--- src/rtl/alu_pkg.sv ---
// Shared definitions for the ALU execution unit: opcode encodings and the
// default-width CDB packet used by consumers built at XLEN=32 / TAG_W=6.
package alu_pkg;

  localparam int unsigned XlenDef  = 32;
  localparam int unsigned TagWDef  = 6;
  localparam int unsigned AluOpW   = 4;

  localparam logic [AluOpW-1:0] AluAdd   = 4'd0;
  localparam logic [AluOpW-1:0] AluSub   = 4'd1;
  localparam logic [AluOpW-1:0] AluSll   = 4'd2;
  localparam logic [AluOpW-1:0] AluSlt   = 4'd3;
  localparam logic [AluOpW-1:0] AluSltu  = 4'd4;
  localparam logic [AluOpW-1:0] AluXor   = 4'd5;
  localparam logic [AluOpW-1:0] AluSrl   = 4'd6;
  localparam logic [AluOpW-1:0] AluSra   = 4'd7;
  localparam logic [AluOpW-1:0] AluOr    = 4'd8;
  localparam logic [AluOpW-1:0] AluAnd   = 4'd9;
  localparam logic [AluOpW-1:0] AluPass2 = 4'd10;

  typedef struct packed {
    logic [TagWDef-1:0] tag;
    logic [XlenDef-1:0] value;
  } cdb_pkt_t;

endpackage

--- src/rtl/alu_result_fifo.sv ---
// Count-based synchronous FIFO with synchronous flush and async active-high reset.
// Head data is read straight from register storage and forced to zero when empty.
module alu_result_fifo #(
  parameter int unsigned Width = 38,
  parameter int unsigned Depth = 4
) (
  input  logic                     clk,
  input  logic                     rst,
  input  logic                     push_i,
  input  logic                     pop_i,
  input  logic                     flush_i,
  input  logic [Width-1:0]         wdata_i,
  output logic [Width-1:0]         rdata_o,
  output logic [$clog2(Depth):0]   count_o,
  output logic                     full_o,
  output logic                     empty_o
);

  localparam int unsigned PtrW = $clog2(Depth);
  localparam int unsigned CntW = PtrW + 1;
  localparam logic [CntW-1:0] FullCnt = CntW'(Depth);

  logic [PtrW-1:0]  wr_ptr_q, rd_ptr_q;
  logic [CntW-1:0]  count_q;
  logic [Width-1:0] mem_q [Depth];
  logic             do_push, do_pop;

  // Qualify requests: no pop from empty, push into full only alongside a pop.
  always_comb begin
    do_pop  = pop_i & (count_q != '0);
    do_push = push_i & ((count_q != FullCnt) | do_pop);
  end

  // Pointer and occupancy state; flush overrides any push/pop.
  always_ff @(posedge clk or posedge rst) begin
    if (rst) begin
      wr_ptr_q <= '0;
      rd_ptr_q <= '0;
      count_q  <= '0;
    end else if (flush_i) begin
      wr_ptr_q <= '0;
      rd_ptr_q <= '0;
      count_q  <= '0;
    end else begin
      if (do_push) wr_ptr_q <= wr_ptr_q + 1'b1;
      if (do_pop)  rd_ptr_q <= rd_ptr_q + 1'b1;
      if (do_push && !do_pop)      count_q <= count_q + 1'b1;
      else if (!do_push && do_pop) count_q <= count_q - 1'b1;
    end
  end

  // Entry storage; contents are don't-care while unoccupied, so no reset.
  always_ff @(posedge clk) begin
    if (do_push && !flush_i) mem_q[wr_ptr_q] <= wdata_i;
  end

  // Status and head data.
  always_comb begin
    count_o = count_q;
    full_o  = (count_q == FullCnt);
    empty_o = (count_q == '0);
    rdata_o = empty_o ? '0 : mem_q[rd_ptr_q];
  end

endmodule

--- src/rtl/alu_exec_unit.sv ---
// ALU execution unit: computes issued micro-ops combinationally and queues
// tag/result pairs until the CDB arbiter grants a broadcast.
// Optional: define ALU_EXEC_BYPASS_EN to let a result skip the empty FIFO and
// broadcast in its issue cycle.
module alu_exec_unit
  import alu_pkg::*;
#(
  parameter int unsigned XLEN       = 32,
  parameter int unsigned TAG_W      = 6,
  parameter int unsigned OP_W       = 4,
  parameter int unsigned FIFO_DEPTH = 4
) (
  input  logic                          clk,
  input  logic                          rst,
  input  logic                          issue_valid_i,
  output logic                          issue_ready_o,
  input  logic [XLEN-1:0]               issue_v1_i,
  input  logic [XLEN-1:0]               issue_v2_i,
  input  logic [OP_W-1:0]               issue_op_i,
  input  logic [TAG_W-1:0]              issue_tag_i,
  input  logic                          flush_i,
  input  logic                          cdb_grant_i,
  output logic                          cdb_valid_o,
  output logic [TAG_W-1:0]              cdb_tag_o,
  output logic [XLEN-1:0]               cdb_value_o,
  output logic [$clog2(FIFO_DEPTH):0]   fifo_count_o,
  output logic                          fifo_full_o,
  output logic                          fifo_empty_o
);

  localparam int unsigned ShW  = $clog2(XLEN);
  localparam int unsigned EntW = TAG_W + XLEN;

  function automatic logic [XLEN-1:0] alu_compute(input logic [OP_W-1:0] op,
                                                  input logic [XLEN-1:0] a,
                                                  input logic [XLEN-1:0] b);
    logic [ShW-1:0] sh;
    sh = b[ShW-1:0];
    case (op)
      AluAdd:   return a + b;
      AluSub:   return a - b;
      AluSll:   return a << sh;
      AluSlt:   return {{(XLEN-1){1'b0}}, ($signed(a) < $signed(b))};
      AluSltu:  return {{(XLEN-1){1'b0}}, (a < b)};
      AluXor:   return a ^ b;
      AluSrl:   return a >> sh;
      AluSra:   return $unsigned($signed(a) >>> sh);
      AluOr:    return a | b;
      AluAnd:   return a & b;
      AluPass2: return b;
      default:  return '0;
    endcase
  endfunction

  logic [XLEN-1:0] alu_res;
  logic [EntW-1:0] head;
  logic            bypass, pop, fifo_push, fifo_pop;
  logic            fifo_full, fifo_empty;
  logic [$clog2(FIFO_DEPTH):0] fifo_count;

  // Datapath result for the op currently presented at issue.
  always_comb begin
    alu_res = alu_compute(issue_op_i, issue_v1_i, issue_v2_i);
  end

  // Handshake, FIFO control and CDB output selection.
  always_comb begin
    bypass = 1'b0;
`ifdef ALU_EXEC_BYPASS_EN
    bypass = fifo_empty & issue_valid_i & ~flush_i;
`endif
    cdb_valid_o   = ~fifo_empty | bypass;
    pop           = cdb_grant_i & cdb_valid_o;
    issue_ready_o = ~fifo_full | pop;
    // A granted bypass consumes the op directly; nothing reaches storage.
    fifo_pop      = pop & ~bypass;
    fifo_push     = issue_valid_i & issue_ready_o & ~flush_i & ~(bypass & cdb_grant_i);
    if (bypass) begin
      cdb_tag_o   = issue_tag_i;
      cdb_value_o = alu_res;
    end else begin
      cdb_tag_o   = head[EntW-1:XLEN];
      cdb_value_o = head[XLEN-1:0];
    end
    fifo_count_o = fifo_count;
    fifo_full_o  = fifo_full;
    fifo_empty_o = fifo_empty;
  end

  alu_result_fifo #(
    .Width (EntW),
    .Depth (FIFO_DEPTH)
  ) u_fifo (
    .clk     (clk),
    .rst     (rst),
    .push_i  (fifo_push),
    .pop_i   (fifo_pop),
    .flush_i (flush_i),
    .wdata_i ({issue_tag_i, alu_res}),
    .rdata_o (head),
    .count_o (fifo_count),
    .full_o  (fifo_full),
    .empty_o (fifo_empty)
  );

endmodule
--- config.mk ---
export PLATFORM = sky130hd
export DESIGN_NAME = alu_exec_unit
export DESIGN_NICKNAME = d
export VERILOG_FILES = /design/src/rtl/alu_pkg.sv /design/src/rtl/alu_result_fifo.sv /design/src/rtl/alu_exec_unit.sv
export SDC_FILE = /design/constraint.sdc
export NUM_CORES = 1
export LEC_CHECK = 0
export BUFFER_PORTS_ARGS = -buffer_cell sky130_fd_sc_hd__buf_4
export CAP_MARGIN = 20
export CELL_PAD_IN_SITES_DETAIL_PLACEMENT = 1
export CELL_PAD_IN_SITES_GLOBAL_PLACEMENT = 2
export CORE_ASPECT_RATIO = 1.75
export CORE_MARGIN = 2
export CORE_UTILIZATION = 30
export CTS_CLUSTER_SIZE = 8
export DETAILED_ROUTE_END_ITERATION = 10
export PLACE_DENSITY_LB_ADDON = 0.15
export SETUP_SLACK_MARGIN = 0.2
export SKIP_LAST_GASP = 1
export SLEW_MARGIN = 20
export SYNTH_ARGS = -nofsm -noshare
export SYNTH_HDL_FRONTEND = slang
export SYNTH_HIERARCHICAL = 1
export SYNTH_SLANG_ARGS = --single-unit
--- constraint.sdc ---
create_clock -name clk -period 12.95 [get_ports clk]
set_clock_uncertainty 0.2 [all_clocks]
set_input_delay 0.6475 -clock clk [delete_from_list [all_inputs] [get_ports clk]]
set_output_delay 0.6475 -clock clk [all_outputs]
set_load 0.02 [all_outputs]
# Word-level counts from Yosys, hierarchy flattened
# Memories as Yosys holds them, arrays and structs flattened.
# Cells that the tools add are included.
word_totals:
  reg_bits: 7
  ram_bits: 152
  in_bits: 79
  out_inout_bits: 45
  wordCells: 63
  mem_count: 1
mem_list:
  columns: ["name", "depth", "word_bits", "rd", "rd_ports_with_merged_regs", "write_ports", "line", "source"]
  rows:
  - ["u_fifo.mem_q", 4, 38, 1, 0, 1, "alu_result_fifo.sv:25", "logic [Width-1:0] mem_q [Depth];"]
classes:
  addsub: 6
  n_lt_le_gt_ge: 2
  n_eq_ne: 12
  shift: 3
  muxes: 11
  n_bitwise: 13
  n_reduce_logical: 12
op_table:
  columns: ["op", "count"]
  rows:
  - ["$pmux W32 S11", 1]
  - ["$lt A32 B32 Y1", 2]
  - ["$mux W38", 1]
  - ["$add A32 B32 Y32", 1]
  - ["$and A32 B32 Y32", 1]
  - ["$or A32 B32 Y32", 1]
  - ["$shl A32 B5 Y32", 1]
  - ["$shr A32 B5 Y32", 1]
  - ["$sshr A32 B5 Y32", 1]
  - ["$sub A32 B32 Y32", 1]
  - ["$xor A32 B32 Y32", 1]
  - ["$eq A4 B3 Y1 const B", 4]
  - ["$eq A4 B4 Y1 const B", 3]
  - ["$mux W3", 3]
  - ["$eq A4 B2 Y1 const B", 2]
  - ["$mux W2", 4]
  - ["$reduce_bool A3 Y1", 2]
  - ["$and A1 B1 Y1", 5]
  - ["$add A2 B1 Y2 const B", 2]
  - ["$eq A4 B1 Y1 const B", 1]
  - ["$logic_not A4 Y1", 1]
  - ["$reduce_bool A2 Y1", 2]
  - ["$add A3 B1 Y3 const B", 1]
  - ["$eq A3 B3 Y1 const B", 1]
  - ["other kinds (8)", 16]

# Logic depth before layout (Yosys ltp)
# Gate-level depths: netlist (run 1).
logic_depth:
  word_depth: 12
  mapped_depth: 15

# Hierarchy
# Netlist (run 1), hierarchy kept.
by_module_without_submodules:
  columns: ["mod", "n_inst", "cells_per_inst", "area_each_um2"]
  rows:
  - ["alu_exec_unit", 1, 1366, 9242.6]
  - ["alu_result_fifo", 1, 305, 6328.6]

# Worst setup path after synthesis (run 1)
# OpenSTA, ideal clock, no wires.
synth_timing:
  kind: "reg-to-reg"
  start: "register u_fifo.count_q[0], in the netlist u_fifo/count_o[0]"
  end: "memory u_fifo.mem_q[0][0], enable pin"
  setup_ns: 0.489
  arrival_ns: 4.683
  setup_slack_ns: 7.578
  stages_incl_launch_ff: 10
  path_buffers: 3
  path_cell_list: "dfrtp_1 -> buf_2 -> nor3_2 -> buf_2 -> nor2b_1 -> nand2b_1 -> and3b_1 -> buf_2 -> o21ai_0 -> nor3b_1"
synth_between:
  elab_chain_len: 10
  elab_cells_between_ends: 16
synth_lines:
  columns: ["item", "line", "source"]
  rows:
  - ["from (decl)", "alu_result_fifo.sv:24", "logic [CntW-1:0] count_q;"]
  - ["from (signal assigned)", "alu_result_fifo.sv:47", "if (do_push && !do_pop) count_q <= count_q + 1'b1;"]
  - ["from (signal assigned)", "alu_result_fifo.sv:48", "else if (!do_push && do_pop) count_q <= count_q - 1'b1;"]
  - ["$logic_not A3 Y1", "alu_result_fifo.sv:61", "empty_o = (count_q == '0);"]
  - ["via fifo_empty_o", "alu_exec_unit.sv:28", "output logic fifo_empty_o"]
  - ["$not A1 Y1", "alu_exec_unit.sv:72", "cdb_valid_o = ~fifo_empty | bypass;"]
  - ["$and A1 B1 Y1", "alu_exec_unit.sv:73", "pop = cdb_grant_i & cdb_valid_o;"]
  - ["via fifo_pop", "alu_exec_unit.sv:57", "logic bypass, pop, fifo_push, fifo_pop;"]
  - ["$or A1 B1 Y1", "alu_exec_unit.sv:74", "issue_ready_o = ~fifo_full | pop;"]
  - ["via issue_ready_o", "alu_exec_unit.sv:16", "output logic issue_ready_o,"]
  - ["$and A1 B1 Y1 (2 in series)", "alu_exec_unit.sv:77", "fifo_push = issue_valid_i & issue_ready_o & ~flush_i & ~(bypass & cdb_grant_i);"]
  - ["via fifo_push", "alu_exec_unit.sv:57", null]
  - ["$and A1 B1 Y1", "alu_result_fifo.sv:31", "do_push = push_i & ((count_q != FullCnt) | do_pop);"]
  - ["$logic_and A1 B1 Y1", "alu_result_fifo.sv:54", "if (do_push && !flush_i) mem_q[wr_ptr_q] <= wdata_i;"]
  - ["$mux W1", "alu_result_fifo.sv:54", null]
  - ["$mux W1 (not written as such)", "alu_result_fifo.sv:54", null]
  - ["to (decl)", "alu_result_fifo.sv:25", null]
# The timed path passes the listed nets, and every way through them passes these cells.

# Worst setup path in the final report (run 1)
layout_timing:
  start: "input port issue_v2_i[3]"
  end: "memory u_fifo.mem_q[2][0] (data pin)"
layout_between:
  elab_chain_len: 2
  elab_cells_between_ends: 6
layout_lines:
  columns: ["item", "line", "source"]
  rows:
  - ["from (decl)", "alu_exec_unit.sv:18", "input logic [XLEN-1:0] issue_v2_i,"]
  - ["$lt A32 B32 Y1 (tied with other cells)", "alu_exec_unit.sv:44", "AluSltu: return {{(XLEN-1){1'b0}}, (a < b)};"]
  - ["$pmux W32 S11 *", "alu_exec_unit.sv:39", "case (op)"]
  - ["via alu_res[0]", "alu_exec_unit.sv:55", "logic [XLEN-1:0] alu_res;"]
# The timed path passes the listed nets; every way through them passes the cells marked *.

==> impl_results.md, run 1 <==
* Run status: finished clean
* Clk sink count at 159
* Post-CTS Setup Bufs at 0
* Final cell count without fillers at 2,396
* Actual slew at the worst max-slew pin at 1170 ps
* Fin. max-slew vios at 0
* # diodes at 0
* Yosys cell types at 99
* Synth area leader: edfxtp_1
* Top cells by count, synth: edfxtp_1 (152), nor2_1 (152), nand2_1 (141)
* Post-DP Area at 17,000 um^2
* Final wirelength at 71,700 um
* Port Buffers at 123
* Area contributors post-synth: edfxtp_1 (29%), mux4_2 (8.4%), ha_1 (8.4%)
* GRT Total Usage at 26.6%
* Synthesized flop and latch total at 159
* Crit Path Category: primary input to flip-flop
* Leakage at 6.72 nW
* Final setup viols at 0
* Initial core utilization at 30.3%
* Total power per unit cell area at 116 nW/um^2
* Layout fillers at 5,879
* Max Root-Sink Buffers at 2
* Die width at 176 um
* DRC at 0
* Minimum clock period at 4700 ps
* Vias post-DR at 14,100
* CTS tree: yes
* Top cell type's share of synthesized area at 29.3%
* Avg Synthesized Cell Area at 9.32 um^2
* Post-synth EDFFs at 152
* Endpoints failing hold at 0
* Vias per cell at 5.89
* Cts bufs inserted at 17
* Worst EP arrival at 4690 ps
* Max cap viols at 0
* Slew margin rel. at 20.6%
* Core Rows at 110
* Clk pin slew, worst setup/hold paths at 60 ps
* First-pass iteration count of the detailed router at 5
* Layout cell share with drive strength beyond 1 at 18.6%
* WL/cell at 29.9 um
* Total power at 2.03 mW
* Initial antenna violation count at 1
* Antenna-violating nets left at 0
* Post-synth top flop: edfxtp_1
* Placer Congestion at 0.980
* Largest net degree at the start of global routing at 74
* Type of the worst min-delay path: primary input to flip-flop
* Worst Setup Start Kind: primary input
* Area growth, synth to finish at 12.7%
* Cells after Synth at 1,671
* Crit Path Max Fanout at 15
* Fraction of registers with async set/reset at 4.40%
* Worst IR Drop VDD at 0.0935 mV
* Fin area at 17,500 um^2
* CP required at 12,940 ps
* FMAX at 0.213 GHz
* H-tree Lvls at 4
* RSZ-0062 raised after global routing: no
* Mapped cell area at 15,600 um^2
* DP Cell Count at 2,363
* CP Capture Type: flip-flop
* Setup_tns at 0 ps
* Grt total ovfl at 0
* Die height at 305 um
* Synth warnings at 6
* Core Footprint at 51,300 um^2
* Post-layout net count at 1,897
* Sequential-to-total area share from yosys stat at 30.4%
* Ports at 124
* Clk_lat worst skew at 430 ps
* Vias in the first global route at 15,000
* Die area at 53,800 um^2
* Clk root buf: clkbuf_16
* HPWL after DPL at 56,900 um
* Syn Nets at 1,857
* DR iter-0 viols at 938
* Fin crit share at 36.3%
* First-pass GRT wire length at 104,000 um
[kinds of logic after synthesis]
group                    count (synthesis)  synth area share [%]
AO/OA/AOI/OAI                          507                  23.0
AND/OR/NAND/NOR                        497                  15.5
buffers and inverters                  232                  6.51
flip-flops                             159                  30.4
multiplexers                           156                  15.0
adder cells (fa/ha/maj)                107                  8.74
XOR/XNOR                                13                 0.731
[sequential cells by signal, summed over array words and instances (netlist names)]
register,count
u_fifo/rd_ptr_q,2
u_fifo/mem_q,152
u_fifo/wr_ptr_q,2
u_fifo/count_o,3
[path summary, 6_finish.rpt]
kind	start	end	slack [ps]	cells past startpoint
worst min-delay path	issue_tag_i[4]	u_fifo/mem_q[3][36]	210	1
worst max register to register	u_fifo/count_o[0]	u_fifo/mem_q[3][14]	8910	7
worst max-delay path	issue_v2_i[3]	u_fifo/mem_q[2][0]	8250	12
worst min register to register	u_fifo/wr_ptr_q[1]	u_fifo/wr_ptr_q[1]	410	2
max in group asynchronous	rst	u_fifo/rd_ptr_q[0]	11760	3
min in group asynchronous	rst	u_fifo/count_o[1]	520	3
[layout by cell type, fill, tap and decap left out, types with 12 or more instances in the layout]
master / Yosys / routed
a211oi_1: 29 / 29
ha_1: 104 / 104
nor2b_1: 45 / 45
nand2_1: 141 / 141
a221oi_1: 22 / 22
a221o_1: 12 / 12
buf_4: 12 / 152
mux2_2: 26 / 26
a21oi_1: 102 / 102
nand2b_1: 16 / 16
nor2_1: 152 / 152
mux4_2: 58 / 58
o221ai_1: 17 / 17
mux2i_1: 69 / 69
o21bai_1: 12 / 12
o2111ai_1: 14 / 14
clkbuf_16: 0 / 17
a31oi_1: 18 / 18
nand3_1: 27 / 27
edfxtp_1: 152 / 152
o211ai_1: 32 / 32
o31ai_1: 18 / 18
inv_1: 98 / 97
or3_1: 12 / 12
nor3_1: 29 / 28
a22oi_1: 19 / 19
a21o_1: 19 / 19
o21ai_0: 95 / 95
[final cells by class]
cell class | count | area, um^2 | area share (%)
Tap cell | 672 | 841 | 4.79
Sequential cell | 159 | 4740 | 27.0
Clock inverter | 14 | 108 | 0.613
Inverter | 100 | 375 | 2.14
Clock buffer | 18 | 429 | 2.45
Timing Repair Buffer | 153 | 1150 | 6.56
Multi-Input combinational cell | 1280 | 9900 | 56.4
[critical path, cell delays in order]
cell       delay, ps
buf_4            210
clkinv_1         450
buf_4            370
ha_1             490
nor2_4           100
a2111oi_4        420
nor4_1           150
o31ai_1          550
o211ai_1         370
a221oi_1         500
o21ai_0          150
o2111ai_1        260
[repair_timing]
item / 4_1_cts / 5_1_grt
hold buffers: 1 / 0
hold endpoints to repair: 7 / 0
resized for setup: 0 / 0
[through the flow]
step	util, %	hold slack (ps)	worst slack [ps]
4_1_cts	34.2	194	8290
3_3_place_gp	33.1	384	7960
3_5_place_dp	33.1	406	7850
5_1_grt	34.2	197	8020
6_report	34.2	213	8250
2_1_floorplan	-	251	7580
[routing by layer]
metal	track usage (%)	up-vias	routed length [um]
met5	0	-	0
met4	16.8	0	5090
met3	2.04	147	1870
met2	48.9	380	37700
met1	29.1	7206	27000
li1	-	6383	-
[report_power, final]
group	switching, mW	internal [mW]	total, mW
clock network	0.208	0.247	0.455
registers	0.0174	0.601	0.619
logic	0.604	0.354	0.957
total	0.829	1.20	2.03
No activity file was read; power rests on OpenSTA's default activity.
==> run 2: changes to the inputs <==
Settings changed: ABC_AREA from default to 1.
Clock period 12.95 ns to 4 ns, I/O delays scaled along.
==> run 2 against run 1 <==
Against the previous run: flip-flop and latch count unchanged; via count up 33%; non-clock buffer count up 19; sequential power rose to 3.2 times the previous value; critical path depth down 3; power rose to 3.6 times the previous value; worst hold slack worse by 200 ps; cell area up 8.6%; combinational power rose to 3.6 times the previous value; register-to-register slack worse by 8000 ps; cell count up 45%; core utilization up 0.25 points.
==> impl_results.md, run 2 <==
* Mapped cell area at 16,800 um^2 (was 15,600 um^2)
* FF-to-FF path depth at 9 (was 7)
* WHS Path Cells at 5 (was 1)
* Crit Path Max Fanout at 38 (was 15)
* RSZ-0062 raised after global routing: no (unchanged)
* First-pass iteration count of the detailed router at 5 (unchanged)
* Placer Congestion at 0.943 (was 0.980)
* Top cell type's share of synthesized area at 27.2% (was 29.3%)
* Antenna-violating nets left at 0 (unchanged)
* Fraction of registers with async set/reset at 4.40% (unchanged)
* Die width at 183 um (was 176 um)
* Fin. max-slew vios at 0 (unchanged)
* Final core occ at 34.4% (was 34.2%)
* Post-CTS Setup Bufs at 0 (unchanged)
* Clk sink count at 159 (unchanged)
* Actual slew at the worst max-slew pin at 856 ps (was 1170 ps)
* GRT Total Usage at 30.0% (was 26.6%)
* Ports at 124 (unchanged)
* Leakage at 9.23 nW (was 6.72 nW)
* Synth warnings at 6 (unchanged)
* Vias in the first global route at 20,000 (was 15,000)
* Crit-path most repeated cell: inv_2 (was buf_4)
* Post-Synth Simple-Gate Area at 41.7% (was 15.5%)
* Grt total ovfl at 0 (unchanged)
* Die height at 317 um (was 305 um)
* Synthesized flop and latch total at 159 (unchanged)
* Minimum clock period at 3120 ps
* Top cells by count, synth: nand2_1 (764), nand3_1 (441), nor2_1 (341) (was edfxtp_1 (152), nor2_1 (152), nand2_1 (141))
* Crit Path Category: flip-flop to flip-flop (was primary input to flip-flop)
* Run status: finished clean (unchanged)
* XOR/XNOR share of the synthesized area at 0.156% (was 0.731%)
* Compound-gate portion of the synthesized area at 10.3% (was 23.0%)
* CP required at 3910 ps (was 12,940 ps)
* Biggest register: u_fifo/mem_q (unchanged)
* Worst EP arrival at 3030 ps (was 4690 ps)
* Vias post-DR at 18,800 (was 14,100)
* DRC at 0 (unchanged)
* Clk root buf: clkbuf_16 (unchanged)
* Mux cell area share after synthesis at 0% (was 15.0%)
* Post-CTS Resized at 0 (unchanged)
* CP cell instances: inv_2 -> nand2_4 -> inv_2 -> o21ai_0 -> nand2_1 -> nor2_1 -> nand3_1 -> nor2_4 -> buf_4 (was buf_4 -> clkinv_1 -> buf_4 -> ha_1 -> nor2_4 -> a2111oi_4 -> nor4_1 -> o31ai_1 -> o211ai_1 -> a221oi_1 -> o21ai_0 -> o2111ai_1)
* Clk_lat worst skew at 490 ps (was 430 ps)
* Largest register FFs at 152 (unchanged)
* Die area at 58,000 um^2 (was 53,800 um^2)
* Initial core utilization at 30.4% (was 30.3%)
* Final wirelength at 86,700 um (was 71,700 um)
* Most frequent cells in the layout: nand2_1 (764), nand3_1 (441), nor2_1 (337) (was nor2_1 (152), buf_4 (152), edfxtp_1 (152))
* Largest net degree at the start of global routing at 70 (was 74)
* Fin crit share at 77.9%
* Post-DP Area at 18,300 um^2 (was 17,000 um^2)
* CP Capture Type: flip-flop (unchanged)
* Setup_tns at 0 ps (unchanged)
* Critical path's top delay family: simple AND/OR/NAND/NOR gates (was compound AO/OA/AOI/OAI gates)
* Type of the worst min-delay path: primary input to flip-flop (unchanged)
* Post-synth EDFFs at 152 (unchanged)
* # diodes at 0 (unchanged)
* Total power per unit cell area at 381 nW/um^2 (was 116 nW/um^2)
* Layout fillers at 7,245 (was 5,879)
* Worst Setup Start Kind: flip-flop (was primary input)
* WHS at 13.8 ps (was 213 ps)
* H-tree Lvls at 4 (unchanged)
* Core Footprint at 55,300 um^2 (was 51,300 um^2)
* Cell with the most instances after synthesis: nand2_1
* Final setup viols at 0 (unchanged)
* Area growth, synth to finish at 13.4% (was 12.7%)
* Worst IR Drop VDD at 0.328 mV (was 0.0935 mV)
* Slowest CP cell: buf_4 (was o31ai_1)
* Syn Nets at 2,890 (was 1,857)
* Core Rows at 114 (was 110)
* Vias per cell at 5.40 (was 5.89)
* Clk pin slew, worst setup/hold paths at 60 ps (about the same)
* Sequential-to-total area share from yosys stat at 28.2% (was 30.4%)
* Critical Path Max Stage Delay at 520 ps (was 550 ps)
* Slew margin rel. at 42.7% (was 20.6%)
* Post-synth top flop: edfxtp_1 (unchanged)
* Layout cell share with drive strength beyond 1 at 8.37% (was 18.6%)
* Initial antenna violation count at 1 (unchanged)
* Port Buffers at 123 (unchanged)
* Adder-cell share of the synthesized area at 8.10% (was 8.74%)
* Total power at 7.26 mW (was 2.03 mW)
* Post-layout net count at 2,965 (was 1,897)
* First-pass GRT wire length at 127,000 um (was 104,000 um)
* Fin area at 19,100 um^2 (was 17,500 um^2)
* Max Root-Sink Buffers at 3 (was 2)
* WL/cell at 24.9 um (was 29.9 um)
* Yosys cell types at 46 (was 99)
* Cell depth of the worst setup path at 9 (was 12)
* CTS tree: yes (unchanged)
* Cells after Synth at 2,704 (was 1,671)
* WP buf/inv at 3 (unchanged)
* Max cap viols at 0 (unchanged)
* Area contributors post-synth: edfxtp_1 (27%), nand2_1 (17%), nand3_1 (13%) (was edfxtp_1 (29%), mux4_2 (8.4%), ha_1 (8.4%))
* Most common cell after layout, fill and taps aside: nand2_1
* HPWL after DPL at 71,300 um (was 56,900 um)
* Avg Synthesized Cell Area at 6.22 um^2 (was 9.32 um^2)
* Main combinational cell family by area after synthesis: simple AND/OR/NAND/NOR gates (was compound AO/OA/AOI/OAI gates)
* DR iter-0 viols at 991 (was 938)
* Synth area leader: edfxtp_1 (unchanged)
* Cts bufs inserted at 25 (was 17)
* FMAX at 0.321 GHz
* Endpoints failing hold at 0 (unchanged)
==> run 2: report_power, final <==
group	internal [mW]	total, mW	switching, mW
logic	1.03	3.47	2.44
registers	1.94	2.01	0.0667
clock network	1.11	1.79	0.673
total	4.09	7.26	3.18
==> run 2: per-stage QoR <==
stage | std cells | setup slack, ps
5_1_grt | 3480 | 602
2_1_floorplan | 2704 | -296
3_5_place_dp | 3440 | 793
4_1_cts | 3480 | 822
3_3_place_gp | 3440 | 849
6_report | 3480 | 884
==> run 2: kinds of logic after synthesis <==
logic type | count (synthesis)
adder cells (fa/ha/maj) | 107
buffers and inverters | 464
flip-flops | 159
AND/OR/NAND/NOR | 1651
XOR/XNOR | 3
AO/OA/AOI/OAI | 320
==> run 2: final cells by class <==
| cell class | instances | area [um^2] | area share (%) |
|---|---|---|---|
| Multi-Input combinational cell | 2081 | 10200 | 53.4 |
| Sequential cell | 159 | 4740 | 24.9 |
| Timing Repair Buffer | 172 | 1340 | 7.01 |
| Inverter | 340 | 1280 | 6.72 |
| Tap cell | 696 | 871 | 4.57 |
| Clock buffer | 27 | 633 | 3.32 |
| Clock inverter | 5 | 26.3 | 0.138 |
==> run 2: path summary, 6_finish.rpt <==
path / startpoint / end / slack, ps
max: u_fifo/count_o[2] / u_fifo/mem_q[3][32] / 880
min: cdb_grant_i / u_fifo/rd_ptr_q[0] / 10
max reg2reg: u_fifo/count_o[2] / u_fifo/mem_q[3][32] / 880
min reg2reg: u_fifo/wr_ptr_q[0] / u_fifo/wr_ptr_q[0] / 380
max in group asynchronous: rst / u_fifo/rd_ptr_q[0] / 3310
min in group asynchronous: rst / u_fifo/rd_ptr_q[1] / 20
==> run 2: repair_timing <==
action                                  in CTS  in global routing
endpoints found under the setup margin       0                  0
hold buffers                                 8                  0
endpoints found under the hold margin       38                  0
==> run 2: layer usage <==
layer  track usage, %  share of wire, %
met5                0                 0
met4             22.8               8.6
met3             2.20               2.5
met2             56.8                53
met1             30.4                36
==> run 2: worst register-to-register path: cells and delay by family (launching register included) <==
kind | cells | cell delay (ps)
buf+inv | 3 | 660
compound gates | 1 | 240
simple gates | 5 | 1120
flops | 1 | 460
==> run 3: changes to the inputs <==
Clock period 4 ns to 3.25 ns, I/O delays scaled along.
==> run 3 against run 2 <==
Against the previous run: die area stayed put; wire length is 1.7% higher; cell area is 2.1% higher; sequential share of layout area is 0.51 points lower; via count is 0.18% higher; largest power group unchanged; register-to-register slack worse by 200 ps; worst hold slack better by 11 ps; worst setup slack worse by 440 ps; core utilization is 0.73 points higher; power is 24% higher; clock power is 21% higher; highest routed layer unchanged; flip-flop and latch count stayed put.
==> impl_results.md, run 3 (synthesis gave the netlist of run 2 again) <==
* Run status: finished clean (unchanged)
* RSZ-0062 raised after global routing: no (unchanged)
* Min-delay src: cdb_grant_i (unchanged)
* Max Root-Sink Buffers at 3 (unchanged)
* Worst Setup Start Kind: flip-flop (unchanged)
* Slew margin rel. at 25.7% (was 42.7%)
* Register area at 4740 um^2 (about the same)
* Area growth, synth to finish at 15.8% (was 13.4%)
* Layout cell share with drive strength beyond 1 at 9.42% (was 8.37%)
* Final wirelength at 88,100 um (was 86,700 um)
* Minimum clock period at 2800 ps
* WHS at 24.4 ps (was 13.8 ps)
* Initial antenna violation count at 0 (was 1)
* Worst IR Drop VDD at 0.436 mV (was 0.328 mV)
* Placer Congestion at 0.981 (was 0.943)
* Post-layout net count at 2,995 (was 2,965)
* WL/cell at 25.1 um (was 24.9 um)
* Setup crit start: u_fifo/rd_ptr_q[0] (was u_fifo/count_o[2])
* Biggest register: u_fifo/mem_q (unchanged)
* Ports at 124 (unchanged)
* Actual slew at the worst max-slew pin at 1110 ps (was 856 ps)
* Core Rows at 114 (unchanged)
* HPWL after DPL at 73,100 um (was 71,300 um)
* Cts bufs inserted at 25 (unchanged)
* Post-CTS Setup Bufs at 0 (unchanged)
* Worst EP arrival at 2440 ps (was 3030 ps)
* Fin crit share at 86.3%
* Most common cell after layout, fill and taps aside: nand2_1 (unchanged)
* Core Footprint at 55,300 um^2 (unchanged)
* Crit Path Category: flip-flop to output pin (was flip-flop to flip-flop)
* Vias post-DR at 18,800 (about the same)
* Clk root buf: clkbuf_16 (unchanged)
* Crit Path Max Fanout at 45 (was 38)
* Clk_lat worst skew at 470 ps (was 490 ps)
* Largest register FFs at 152 (unchanged)
* Endpoints failing hold at 0 (unchanged)
* First-pass GRT wire length at 127,000 um (about the same)
* R2r endpoint: u_fifo/mem_q[0][33] (was u_fifo/mem_q[3][32])
* CP Capture Type: output pin (was flip-flop)
* Fin. max-slew vios at 0 (unchanged)
* Clk sink count at 159 (unchanged)
* Type of the worst min-delay path: primary input to flip-flop (unchanged)
* Die width at 183 um (unchanged)
* First-pass iteration count of the detailed router at 4 (was 5)
* Largest net degree at the start of global routing at 83 (was 70)
* FMAX at 0.357 GHz
* Multi-input logic area at 10,200 um^2 (about the same)
* DR iter-0 viols at 1,015 (was 991)
* Max cap viols at 0 (unchanged)
* Die area at 58,000 um^2 (unchanged)
* Final setup viols at 0 (unchanged)
* Origin of the critical flop-to-flop path: u_fifo/count_o[1] (was u_fifo/count_o[2])
* WHS Path Cells at 5 (unchanged)
* Min-Delay Endpoint: u_fifo/rd_ptr_q[0] (unchanged)
* Clk pin slew, worst setup/hold paths at 50 ps (was 60 ps)
* CP required at 2890 ps (was 3910 ps)
* Vias in the first global route at 19,800 (was 20,000)
* Total power per unit cell area at 462 nW/um^2 (was 381 nW/um^2)
* Most frequent cells in the layout: nand2_1 (764), nand3_1 (440), nor2_1 (337) (was nand2_1 (764), nand3_1 (441), nor2_1 (337))
* Port Buffers at 123 (unchanged)
* GRT Total Usage at 30.2% (was 30.0%)
* FF-to-FF path depth at 9 (unchanged)
* CTS tree: yes (unchanged)
* Grt total ovfl at 0 (unchanged)
* DRC at 0 (unchanged)
* H-tree Lvls at 4 (unchanged)
* Vias per cell at 5.36 (was 5.40)
* Setup_tns at 0 ps (unchanged)
* Reg2reg setup slack at 680 ps (was 880 ps)
* Antenna-violating nets left at 0 (unchanged)
* Die height at 317 um (unchanged)
* Initial core utilization at 30.4% (unchanged)
* Leakage at 9.42 nW (was 9.23 nW)
* Layout fillers at 7,197 (was 7,245)
run 3: per-stage QoR:
stage | area (um^2) | setup slack [ps] | utilization (%) | total power [mW] | instances
2_1_floorplan | 16800 | 212 | - | 5.08 | 2704
3_3_place_gp | 18700 | 175 | 33.8 | 6.80 | 3469
3_5_place_dp | 18700 | 116 | 33.8 | 6.88 | 3469
4_1_cts | 19500 | 319 | 35.2 | 9.08 | 3510
5_1_grt | 19500 | 255 | 35.2 | 9.49 | 3510
6_report | 19500 | 446 | 35.2 | 8.98 | 3511
run 3: routing by layer:
layer,vias to the layer above,GRT usage (%),share of wire [%]
met5,-,0,0
met4,0,21.6,8.2
met3,206,1.60,2.2
met1,9157,30.8,36
met2,454,58.1,53
li1,9019,-,-
run 3: critical path, cell delays in order (launching register included):
cell and delay [ps]:
dfrtp_2 590, inv_4 440, buf_4 320, o21ai_0 120, a21oi_1 270, buf_4 200
run 3: layout make-up:
cell class              count  area share [%]
clock inverters             6           0.167
diodes                      1          0.0129
inverters                 340            6.58
well taps                 696            4.48
repair buffers            202            8.87
flip-flops and latches    159            24.4
clock buffers              26            3.23
multi-input cells        2081            52.3
run 3: how the worst max path moves through the flow:
stage	end	slack, ps	cells after the start
5_1_grt	cdb_value_o[8]	260	5
3_5_place_dp	u_fifo/mem_q[3][23]	120	14
4_1_cts	cdb_value_o[24]	320	4
3_3_place_gp	u_fifo/mem_q[1][23]	180	14
2_1_floorplan	u_fifo/mem_q[0][0]	210	9
6_report	cdb_value_o[8]	450	5
run 3: what timing repair did:
action / CTS / global route
gates resized for setup: 0 / 0
endpoints found under the hold margin: 38 / 0
hold buffers: 9 / 0
run 3: power breakdown:
group,leakage [nW],switching [mW],internal [mW]
clock,0.323,0.792,1.37
combinational,7.62,3.03,1.32
sequential,1.48,0.0873,2.39
total,9.42,3.91,5.08
